## src/rtl/riscv_ctrl_pkg.sv

```systemverilog
// Shared RISC-V control definitions: opcode classes, sequencer state encodings,
// ALUOp codes and the control-line bundle driven by the multi-cycle sequencer.
package riscv_ctrl_pkg;

  localparam logic [6:0] OPC_R      = 7'b0110011;
  localparam logic [6:0] OPC_I      = 7'b0010011;
  localparam logic [6:0] OPC_LOAD   = 7'b0000011;
  localparam logic [6:0] OPC_STORE  = 7'b0100011;
  localparam logic [6:0] OPC_BRANCH = 7'b1100011;

  typedef enum logic [2:0] {
    ST_FETCH  = 3'd0,
    ST_DECODE = 3'd1,
    ST_EXEC   = 3'd2,
    ST_MEM    = 3'd3,
    ST_WB     = 3'd4
  } state_t;

  localparam logic [1:0] ALUOP_ADD  = 2'b00;
  localparam logic [1:0] ALUOP_SUB  = 2'b01;
  localparam logic [1:0] ALUOP_RFN  = 2'b10;
  localparam logic [1:0] ALUOP_IFN  = 2'b11;

  typedef struct packed {
    logic legal;
    logic is_r;
    logic is_i;
    logic is_ld;
    logic is_st;
    logic is_br;
  } opclass_t;

  typedef struct packed {
    logic       pc_write;
    logic       ir_write;
    logic       branch;
    logic       mem_read;
    logic       mem_write;
    logic       mem_to_reg;
    logic       alu_src;
    logic [1:0] alu_op;
    logic       reg_write;
    logic       illegal_op;
  } ctrl_t;

endpackage

```

## src/rtl/opcode_class_decode.sv

```systemverilog
// Combinational opcode classifier: maps instr[6:0] onto one-hot class flags
// plus a legal flag covering every supported class.
module opcode_class_decode
  import riscv_ctrl_pkg::*;
(
  input  logic [6:0] opcode,
  output opclass_t   cls
);

  always_comb begin
    cls = '0;
    case (opcode)
      OPC_R:      cls.is_r  = 1'b1;
      OPC_I:      cls.is_i  = 1'b1;
      OPC_LOAD:   cls.is_ld = 1'b1;
      OPC_STORE:  cls.is_st = 1'b1;
      OPC_BRANCH: cls.is_br = 1'b1;
      default:    ;
    endcase
    cls.legal = cls.is_r | cls.is_i | cls.is_ld | cls.is_st | cls.is_br;
  end

endmodule

```

## src/rtl/multicycle_control_fsm.sv

```systemverilog
// Multi-cycle RISC-V control sequencer: FETCH/DECODE/EXEC/MEM/WB with memory
// ready handshake, datapath control decode and a retired-instruction counter.
module multicycle_control_fsm
  import riscv_ctrl_pkg::*;
#(
  parameter int unsigned CNT_W = 32
) (
  input  logic             clk,
  input  logic             reset,
  input  logic [6:0]       opcode,
  input  logic             mem_ready,
  output logic             pc_write,
  output logic             ir_write,
  output logic             branch,
  output logic             mem_read,
  output logic             mem_write,
  output logic             mem_to_reg,
  output logic             alu_src,
  output logic [1:0]       alu_op,
  output logic             reg_write,
  output logic             illegal_op,
  output logic [2:0]       state,
  output logic [CNT_W-1:0] instret
);

  state_t           state_q;
  state_t           state_d;
  logic [6:0]       opcode_q;
  logic [6:0]       dec_opcode;
  logic [CNT_W-1:0] instret_q;
  opclass_t         cls;
  ctrl_t            ctrl_c;
  ctrl_t            ctrl_o;
  logic             retire;

  // DECODE classifies the live IR opcode; later states use the captured copy,
  // so one decoder serves both.
  assign dec_opcode = (state_q == ST_DECODE) ? opcode : opcode_q;

  opcode_class_decode u_decode (
    .opcode (dec_opcode),
    .cls    (cls)
  );

  always_ff @(posedge clk or posedge reset) begin
    if (reset) begin
      state_q   <= ST_FETCH;
      opcode_q  <= '0;
      instret_q <= '0;
    end else begin
      state_q <= state_d;
      if (state_q == ST_DECODE) begin
        opcode_q <= opcode;
      end
      if (retire) begin
        instret_q <= instret_q + CNT_W'(1);
      end
    end
  end

  always_comb begin
    state_d = state_q;
    ctrl_c  = '0;
    retire  = 1'b0;
    case (state_q)
      ST_FETCH: begin
        ctrl_c.mem_read = 1'b1;
        if (mem_ready) begin
          ctrl_c.ir_write = 1'b1;
          ctrl_c.pc_write = 1'b1;
          state_d         = ST_DECODE;
        end
      end
      ST_DECODE: begin
        if (cls.legal) begin
          state_d = ST_EXEC;
        end else begin
          ctrl_c.illegal_op = 1'b1;
          state_d           = ST_FETCH;
        end
      end
      ST_EXEC: begin
        if (cls.is_r) begin
          ctrl_c.alu_op = ALUOP_RFN;
          state_d       = ST_WB;
        end else if (cls.is_i) begin
          ctrl_c.alu_src = 1'b1;
          ctrl_c.alu_op  = ALUOP_IFN;
          state_d        = ST_WB;
        end else if (cls.is_ld || cls.is_st) begin
          ctrl_c.alu_src = 1'b1;
          ctrl_c.alu_op  = ALUOP_ADD;
          state_d        = ST_MEM;
        end else if (cls.is_br) begin
          ctrl_c.alu_op = ALUOP_SUB;
          ctrl_c.branch = 1'b1;
          state_d       = ST_FETCH;
          retire        = 1'b1;
        end else begin
          state_d = ST_FETCH;
        end
      end
      ST_MEM: begin
        if (cls.is_ld) begin
          ctrl_c.mem_read = 1'b1;
          ctrl_c.alu_op   = ALUOP_ADD;
          if (mem_ready) begin
            state_d = ST_WB;
          end
        end else if (cls.is_st) begin
          ctrl_c.mem_write = 1'b1;
          if (mem_ready) begin
            state_d = ST_FETCH;
            retire  = 1'b1;
          end
        end else begin
          state_d = ST_FETCH;
        end
      end
      ST_WB: begin
        ctrl_c.reg_write  = 1'b1;
        ctrl_c.mem_to_reg = cls.is_ld;
        state_d           = ST_FETCH;
        retire            = 1'b1;
      end
      default: begin
        state_d = ST_FETCH;
      end
    endcase
  end

  // Reset blanks the strobes combinationally so FETCH's mem_read never shows
  // while reset is held.
  assign ctrl_o = reset ? '0 : ctrl_c;

  assign pc_write   = ctrl_o.pc_write;
  assign ir_write   = ctrl_o.ir_write;
  assign branch     = ctrl_o.branch;
  assign mem_read   = ctrl_o.mem_read;
  assign mem_write  = ctrl_o.mem_write;
  assign mem_to_reg = ctrl_o.mem_to_reg;
  assign alu_src    = ctrl_o.alu_src;
  assign alu_op     = ctrl_o.alu_op;
  assign reg_write  = ctrl_o.reg_write;
  assign illegal_op = ctrl_o.illegal_op;
  assign state      = state_q;
  assign instret    = instret_q;

endmodule

```

## config.mk

```make
export PLATFORM = sky130hd
export DESIGN_NAME = multicycle_control_fsm
export DESIGN_NICKNAME = d
export VERILOG_FILES = /design/src/rtl/riscv_ctrl_pkg.sv /design/src/rtl/opcode_class_decode.sv /design/src/rtl/multicycle_control_fsm.sv
export SDC_FILE = /design/constraint.sdc
export NUM_CORES = 1
export LEC_CHECK = 0
export BUFFER_PORTS_ARGS = -buffer_cell sky130_fd_sc_hd__clkbuf_2
export CORE_UTILIZATION = 54
export CTS_CLUSTER_DIAMETER = 120
export DETAILED_ROUTE_END_ITERATION = 12
export PLACE_DENSITY = 0.81
export SLEW_MARGIN = 10
export SYNTH_ARGS = -nofsm -noshare
export SYNTH_HDL_FRONTEND = slang
export SYNTH_SLANG_ARGS = --single-unit
```

## constraint.sdc

```tcl
create_clock -name clk -period 6.35 [get_ports clk]
set_input_delay 0.635 -clock clk [delete_from_list [all_inputs] [get_ports clk]]
set_output_delay 0.635 -clock clk [all_outputs]
set_load 0.02 [all_outputs]
```

==> metrics <==
f_max around 0.31 GHz; DIE WIDTH roughly 66 microns; critical path's slowest cell dfrtp_1; RR Startpoint state[0]$_DFFE_PP0P_; CTS H-tree lvls 2; flip-flop and latch area between 1000 and 1500 sq um; DR iter-0 viols between 150 and 200; Worst Path Buf+Inv 1; drt drc 0; synthesis-stage register bit count between 40 and 50; crit end category output pin; Synth Instances roughly 230; diodes inserted 0; hold crit path type flop to flop; TNS Setup 0 ns; CTS root buf clkbuf_8; synthesized area per cell approximately 9.8 sq um; switching part of the total 0.256; Ports 56; crit path launch type flop; filler cell count 313; syn_nets approximately 240; Internal Power between 0.3 and 0.4 mW; max-slew violation count 0; Num CTS Buffers 5; combinational share of power 0.103; placed wire-length estimate around 3300 microns; # rows 22; dominant synthesized flop cell dfrtp_1; vias in the first global route 1681; routed len/inst ~14 microns; share of the synthesized area in the top cell type 0.476; global-route wire length before repair around 7500 microns; cells on worst reg2reg path 6; Vias/cell about 5.6; Die Area around 4300 sq um; P_sw 0.127 mW; crit-path cells nor3b_4, nand4_1, o22ai_1, nand2_1, nor4_1, clkbuf_2; Ys Warns 0; largest net degree at the start of global routing 44; cts repair resizes 0; Max Cap Viol 0; CTS hold repair buffers 0; cell taking the most area after synthesis dfrtp_1; DRT Pass-1 Iters 4; Starting Density 0.581; Data required, critical path 5.71 ns; P&R area growth vs syn 16.6%; count leader, synth dfrtp_1; Clock power frac 0.318; max incr delay on CP between 0.5 and 0.6 ns; via count between 1500 and 2000; die height 65.9 microns; GP Congestion between 0.8 and 0.9; worst hold start instret[31]$_DFFE_PP0P_; synth top area cells dfrtp_1 (48%), xnor2_1 (9.9%), nand2_1 (5.3%); post-synthesis sequential area ratio 0.476; setup repair bufs after CTS 0; min Tclk post-route approximately 3.2 ns; P_leak 1.15 nW; reg2reg end instret[22]$_DFFE_PP0P_; Hold Crit Depth 1; layout cell share with drive strength beyond 1 0.258; antenna violations before repair 0; Nets 290; WHS Endpoint instret[31]$_DFFE_PP0P_; Multi-input gate area between 1000 and 1500 sq um; # clock sinks 42; gr usage total 0.229; Crit Path Class flop to output pin; maximum clock insertion buffer count 2; Worst-path clk slew ~0.08 ns; max_slew headroom 0.603; WP data arrival around 2.6 ns; Seq pwr share 0.579; most frequent cells after synthesis dfrtp_1 (42), nand2_1 (31), xnor2_1 (25); Post-synth EDFFs 0; Peak VDD IR approximately 0.00015 V; core area approximately 3800 sq um; Power Density around 190 nW/um^2; Hold Violations, Final 0; Port-buffer cells 55; post-route clock period utilization 0.503; # setup viols final 0; crit path max fanout 16; GRT overflow 0; CTS tree yes; Clock Skew roughly 0.0097 ns; R2R setup slack roughly 3.6 ns; Core Util, Final 0.677; Clk Latency, worst-skew pair 0.29 ns; top cell family by delay on the critical path simple AND/OR/NAND/NOR gates; status completed; worst hold slack 0.465 ns; Worst Tran Pin Value 0.595 ns; distinct cell type count after synthesis 41; Final ANT Viol Nets 0; Async S/R FF share, synth 1.00; WL final ~4600 microns; RSZ-0062 raised after global routing false; Mapped Area between 2000 and 2500 sq um
kinds of logic after synthesis:
| kind of cell | after synthesis | share of synthesized area |
|---|---|---|
| buffers and inverters | 16 | 0.0374 |
| and+or+nand+nor | 118 | 0.297 |
| adders and majority gates | 1 | 0.00567 |
| muxes | 2 | 0.0108 |
| DFF | 42 | 0.476 |
| AOI/OAI and AO/OA | 16 | 0.0465 |
| xor gates and xnor gates | 31 | 0.126 |
worst max-delay path by stage:
| stage | startpoint | cells after the start | to |
|---|---|---|---|
| finish | state[0]$_DFFE_PP0P_ | 6 | mem_write |
| floorplan | reset | 3 | mem_write |
| global placement | state[0]$_DFFE_PP0P_ | 6 | mem_write |
| detailed placement | state[0]$_DFFE_PP0P_ | 6 | mem_write |
| global route | state[0]$_DFFE_PP0P_ | 6 | mem_write |
| CTS | state[0]$_DFFE_PP0P_ | 6 | mem_write |
registers in the layout, indices dropped and copies added, names as in the netlist:
signal and flops:
state 3, instret 32, opcode_q 7
per-layer routing:
layer,track usage,share of wire
met2,0.357,0.47
met1,0.322,0.48
met5,0,0
met4,0.0718,0.0096
met3,0.0448,0.040
cells in the final DEF (no fill, tap or decap), drive strengths merged, types with 2 or more instances in the layout:
cell / synthesis / routed
nor3b: 4 / 4
a21oi: 6 / 6
mux2i: 2 / 2
buf: 6 / 2
nand4: 15 / 15
nor3: 11 / 11
nand3: 18 / 18
o21ai: 3 / 3
or3b: 2 / 2
clkbuf: 5 / 60
inv: 5 / 5
and2: 4 / 4
nor4: 2 / 2
a31oi: 2 / 2
clkinv: 0 / 2
nor2: 7 / 7
dfrtp: 42 / 42
xor2: 5 / 5
nand2b: 3 / 3
nor2b: 4 / 4
and4: 4 / 4
nand2: 31 / 31
and3: 6 / 6
xnor2: 26 / 26
or3: 3 / 3
power by group through the flow:
| stage | clock network (mW) | registers [mW] | logic [mW] |
|---|---|---|---|
| 6_report | 0.157 | 0.286 | 0.0508 |
| 5_1_grt | 0.170 | 0.288 | 0.0570 |
| 4_1_cts | 0.160 | 0.286 | 0.0514 |
| 3_5_place_dp | 0 | 0.291 | 0.0514 |
| 3_3_place_gp | 0 | 0.291 | 0.0511 |
| 2_1_floorplan | 0 | 0.289 | 0.0376 |
metrics by stage:
stage,total power [mW],setup WS [ns],area (sq um),cells
after floorplan,0.327,3.42,2210,226
after global placement,0.342,3.60,2490,320
after detailed placement,0.342,3.52,2490,320
after CTS,0.497,3.19,2570,327
after global routing,0.514,2.96,2570,327
final,0.494,3.16,2570,327
cell type report:
type	count	share of cell area
multi-input cells	168	0.417
clock buffers	5	0.0268
repair buffers	57	0.113
well taps	48	0.0233
flip-flops and latches	42	0.409
inverters	5	0.00730
clock inverters	2	0.00389
No activity file was read; power rests on OpenSTA's default activity.
